===== src/rtl/align_feeder.sv =====
// align_feeder: host-side sequencer for an N-PE alignment systolic array.
// Gathers a query, then drives clear / preload / compute while streaming reference bases.
module align_feeder #(
  parameter int N         = 5,
  parameter int REF_LEN_W = 8
) (
  input  logic                 clk,
  input  logic                 rst_n,
  input  logic                 start,
  input  logic [REF_LEN_W-1:0] ref_len,
  input  logic                 q_valid,
  output logic                 q_ready,
  input  logic [1:0]           q_base,
  input  logic                 r_valid,
  output logic                 r_ready,
  input  logic [1:0]           r_base,
  output logic                 clear_en,
  output logic                 read_load_en,
  output logic [N-1:0][1:0]    read_base_out,
  output logic                 compute_en,
  output logic                 ref_valid_out,
  output logic [1:0]           ref_out,
  output logic                 busy,
  output logic                 done
);

  localparam int QW = $clog2(N + 1);

  typedef enum logic [2:0] {
    IDLE,
    CLEAR,
    LOAD_Q,
    PRELOAD,
    STREAM,
    DRAIN,
    DONE
  } state_e;

  state_e               state_q, state_d;
  logic [REF_LEN_W-1:0] len_q;
  logic [REF_LEN_W-1:0] rCnt_q;
  logic [QW-1:0]        qCnt_q;
  logic [QW-1:0]        dCnt_q;
  logic [N-1:0][1:0]    qBuf_q;

  logic qHandshake, rHandshake, qLast, rLast, drainLast;

  assign qHandshake = (state_q == LOAD_Q) && q_valid;
  assign rHandshake = (state_q == STREAM) && r_valid;
  assign qLast      = qHandshake && (qCnt_q == QW'(N - 1));
  assign rLast      = rHandshake && ((rCnt_q + REF_LEN_W'(1)) == len_q);
  // Only consulted in DRAIN, which is unreachable when N==1.
  assign drainLast  = (dCnt_q == QW'(N - 2));

  always_ff @(posedge clk) begin
    if (!rst_n) state_q <= IDLE;
    else        state_q <= state_d;
  end

  always_comb begin
    state_d = state_q;
    case (state_q)
      IDLE:    if (start) state_d = CLEAR;
      CLEAR:   state_d = LOAD_Q;
      LOAD_Q:  if (qLast) state_d = PRELOAD;
      PRELOAD: state_d = (len_q != '0) ? STREAM : DONE;
      STREAM:  if (rLast) state_d = (N == 1) ? DONE : DRAIN;
      DRAIN:   if (drainLast) state_d = DONE;
      DONE:    state_d = IDLE;
      default: state_d = IDLE;
    endcase
  end

  always_comb begin
    clear_en      = 1'b0;
    q_ready       = 1'b0;
    read_load_en  = 1'b0;
    compute_en    = 1'b0;
    r_ready       = 1'b0;
    ref_valid_out = 1'b0;
    ref_out       = 2'b00;
    done          = 1'b0;
    case (state_q)
      CLEAR:   clear_en = 1'b1;
      LOAD_Q:  q_ready = 1'b1;
      PRELOAD: read_load_en = 1'b1;
      STREAM: begin
        compute_en    = 1'b1;
        r_ready       = 1'b1;
        ref_valid_out = r_valid;
        ref_out       = r_valid ? r_base : 2'b00;
      end
      DRAIN:   compute_en = 1'b1;
      DONE:    done = 1'b1;
      default: ;
    endcase
    busy = (state_q != IDLE);
  end

  // The query buffer survives CLEAR and job end; only LOAD_Q handshakes overwrite it.
  always_ff @(posedge clk) begin
    if (!rst_n) begin
      len_q  <= '0;
      rCnt_q <= '0;
      qCnt_q <= '0;
      dCnt_q <= '0;
      qBuf_q <= '0;
    end else begin
      if ((state_q == IDLE) && start) begin
        len_q  <= ref_len;
        qCnt_q <= '0;
        rCnt_q <= '0;
      end
      if (qHandshake) begin
        qBuf_q[qCnt_q] <= q_base;
        qCnt_q         <= qCnt_q + QW'(1);
      end
      if (rHandshake) rCnt_q <= rCnt_q + REF_LEN_W'(1);
      dCnt_q <= (state_q == DRAIN) ? dCnt_q + QW'(1) : '0;
    end
  end

  assign read_base_out = qBuf_q;

endmodule

===== config.mk =====
export PLATFORM = sky130hd
export DESIGN_NAME = align_feeder
export DESIGN_NICKNAME = d
export VERILOG_FILES = /design/src/rtl/align_feeder.sv
export SDC_FILE = /design/constraint.sdc
export NUM_CORES = 1
export LEC_CHECK = 0
export BUFFER_PORTS_ARGS = -buffer_cell sky130_fd_sc_hd__buf_2
export CAP_MARGIN = 10
export CORE_MARGIN = 8
export CORE_UTILIZATION = 45
export CTS_CLUSTER_SIZE = 14
export DETAILED_ROUTE_END_ITERATION = 10
export HOLD_SLACK_MARGIN = 0.12
export PLACE_DENSITY = 0.71
export SYNTH_ARGS = -nofsm -noshare
export SYNTH_HDL_FRONTEND = slang
export SYNTH_SLANG_ARGS = --single-unit

===== constraint.sdc =====
create_clock -name clk -period 3.22 [get_ports clk]
set_clock_uncertainty 0.2 [all_clocks]
set_input_delay 0.161 -clock clk [delete_from_list [all_inputs] [get_ports clk]]
set_output_delay 0.161 -clock clk [all_outputs]
set_load 0.005 [all_outputs]

==> run_results.csv <==
group,metric,value,unit
job,maxCapViolCount,0,
sta,fmax,0.4549,GHz
synth,synth-edff-count,0,
critical_path,endpoint_kind,"output port",
critical_path,r2r_setup_slack,1050,ps
placement,io_buffers,36,
routing,via_per_inst,5.416,
routing,drt_iter0_markers,120,
sta,layout_worst_path_cycle_share,68.27,%
floorplanning,core_area,0.004029,mm^2
floorplanning,die_h,81.05,um
grt,antenna_found_initial,0,
synth,synth_ff_type,"dfxtp_1",
synth,async_flop_share,0,%
cts,cts_num_sinks,35,
sta,slew_viol_final,0,
power,leakagePower,0.9208,nW
routing,vias,1652,
grt,grt_pass1_vias,1545,
synth,postSynthCellCount,215,
cts,path_clk_slew,70,ps
routing,drc_errors,0,
critical_path,critPathKind,"flop to output port",
sta,hold_ws,145.7,ps
floorplanning,die_x,81.05,um
finish,num_antenna_cells,0,
grt,gr-total-overflow,0,
finish,seqCellArea,700.7,um^2
cts,cts_tree,"yes",
sta,worstMarginPinSlew,622.0,ps
placement,gp_congestion,0.8273,
placement,dpl.hpwl,3022,um
finish,area_growth,18.73,%
synth,ys_types,46,
sta,tns,0,ps
power,switchingPower,0.0002231,W
routing,drt-pass1-iter-count,6,
sta,maxSlewHeadroom,58.36,%
grt,grtUsageTotal,13.71,%
floorplanning,ios,37,
cts,numCtsBuffers,5,
cts,cts-resized-gates,0,
min_path,worstHoldPathType,"primary input to flop",
finish,layout-drive-gt1-share,20.00,%
synth,syn_nets,237,
placement,placed_area,0.002076,mm^2
synth,syn-cell-area,0.001904,mm^2
cts,cts_setup_buffers,0,
finish,fin_nets,276,
grt,grt_pass1_wl,7217,um
cts,clk-insertion-delay-late,280,ps
power,switching_share,25.69,%
floorplanning,start_util,47.27,%
cts,root_buffer,"clkbuf_8",
floorplanning,die_area,0.006569,mm^2
critical_path,cp-start-kind,"flop",
sta,finalSetupViolations,0,
routing,wirelength,4239,um
finish,multi_input_area,0.001102,mm^2
synth,synth_seq_cells,35,
synth,yosys_warnings,0,
floorplanning,row_count,23,
critical_path,path_max_fanout,17,
sta,period_needed,2198,ps
synth,syn_area_per_cell,8.857,um^2
cts,htreeDepth,2,
power,intPower,0.0006452,W
routing,ant_nets,0,
grt,grt_max_degree,35,
sta,hold_viol,0,
synth,seq_area_frac_synth,36.79,%
power,seqPwrFrac,53.3,%
status,run_status,"complete, no violations",
sta,rsz0062_at_grt,"no",
finish,fillers,382,
finish,design_area,0.002261,mm^2
power,comb_power_share,11.1,%
power,clkPwrFrac,35.7,%
cts,hold_buffers,10,
routing,routedWlPerCell,13.90,um
power,worst_ir_drop_vdd,0.0002779,V
power,power_density,384.0,mW/mm^2
critical_path,timing.critical_path.arrival,1840,ps
cts,clockBufferDepth,2,
critical_path,required,2860,ps
[cell usage after synthesis, types with 2 or more instances]
cell type  instances  area [um^2]
dfxtp_1           35        700.7
nand2_1           24        90.09
nor2b_1           15        93.84
a21boi_0          13        97.59
nor2_1            11        41.29
mux2i_1           10        100.1
o21ai_0            9        45.04
inv_1              7        26.28
a31oi_1            6        37.54
buf_2              6        30.03
clkbuf_1           6        22.52
ha_1               5        62.56
nand3_1            5        25.02
nand3b_1           4        30.03
nor4_1             4        25.02
or4_1              4        30.03
xnor2_1            4        35.03
xor2_1             4        35.03
a21oi_1            3        15.01
and2_1             3        18.77
and3_1             3        18.77
and4_1             3        26.28
a21boi_1           2        15.01
and3b_1            2        17.52
nand4_1            2        12.51
nand4bb_1          2        22.52
nor3b_1            2        15.01
nor4b_1            2        17.52
o211ai_1           2        15.01
[power groups by stage]
stage / Sequential [W] / Clock [W] / Combinational [W]
after floorplan: 0.000464 / 0 / 0.0000648
after global routing: 0.000465 / 0.000344 / 0.000108
after global placement: 0.000471 / 0 / 0.0000883
after detailed placement: 0.000472 / 0 / 0.0000882
after CTS: 0.000462 / 0.000320 / 0.0000975
final: 0.000462 / 0.000310 / 0.0000960
[cells in the final DEF (no fill, tap or decap), drive strengths merged, types with 2 or more instances in the layout]
| cell | n |
|---|---|
| and3b | 2 |
| nand4 | 2 |
| xnor2 | 4 |
| dfxtp | 35 |
| nor4b | 3 |
| mux2i | 10 |
| o211ai | 2 |
| nand4bb | 3 |
| a21oi | 3 |
| ha | 5 |
| nor2 | 11 |
| o21ai | 9 |
| clkbuf | 6 |
| or4 | 4 |
| and4 | 3 |
| nand2 | 24 |
| nor2b | 15 |
| xor2 | 4 |
| nor3b | 2 |
| nand3 | 5 |
| and3 | 3 |
| buf | 36 |
| dlygate4sd3 | 10 |
| a31oi | 6 |
| nor4 | 5 |
| and2 | 3 |
| inv | 8 |
| a21boi | 15 |
| nand3b | 4 |
[state kept, by name (all words and copies together) (netlist names)]
register       cells
read_base_out     10
len_q              8
rCnt_q             8
dCnt_q             3
qCnt_q             3
state_q            3
[per-layer routing]
layer / vias to the layer above / wire length, um / global-route usage [%]
li1: 847 / - / -
met1: 761 / 2017 / 18.31
met5: - / 0 / 0
met4: 0 / 60 / 6.250
met2: 39 / 1938 / 20.37
met3: 5 / 222 / 3.311
[final timing paths]
kind | startpoint | end | depth (start not counted)
min reg2reg | dCnt_q[0] | dCnt_q[0] | 1
min | start | len_q[7] | 4
max reg2reg | state_q[1] | rCnt_q[4] | 5
max | state_q[1] | ref_out[1] | 4
[stage by stage]
| stage | instances | total power (W) | utilization (%) | worst slack [ps] |
|---|---|---|---|---|
| 2_1_floorplan | 215 | 0.0005286 | - | 1562 |
| 3_3_place_gp | 287 | 0.0005597 | 51.52 | 1136 |
| 3_5_place_dp | 287 | 0.0005606 | 51.52 | 1055 |
| 4_1_cts | 305 | 0.0008798 | 56.12 | 1012 |
| 5_1_grt | 305 | 0.0009173 | 56.12 | 818.4 |
| 6_report | 305 | 0.0008682 | 56.12 | 1022 |
[critical path, cell delays in order (launching register included)]
cell and delay, ps:
dfxtp_1 650, nand4bb_1 410, inv_2 180, and2_1 190
buf_2 120
[area by class of cell]
| type | count | share of cell area [%] |
|---|---|---|
| clock buffer | 6 | 3.210 |
| clock inverter | 2 | 0.5534 |
| inverter | 8 | 1.328 |
| multi-input combinational | 158 | 48.75 |
| sequential | 35 | 30.99 |
| tap | 50 | 2.767 |
| timing repair buffer | 46 | 12.40 |
[logic make-up after synthesis]
group / share of synthesized area, %
flip-flops: 36.79
buffers and inverters: 5.322
AND/OR/NAND/NOR: 29.63
adder cells (fa/ha/maj): 3.285
AO/OA/AOI/OAI: 16.03
multiplexers: 5.256
XOR/XNOR: 3.679
No activity file was read; power rests on OpenSTA's default activity.
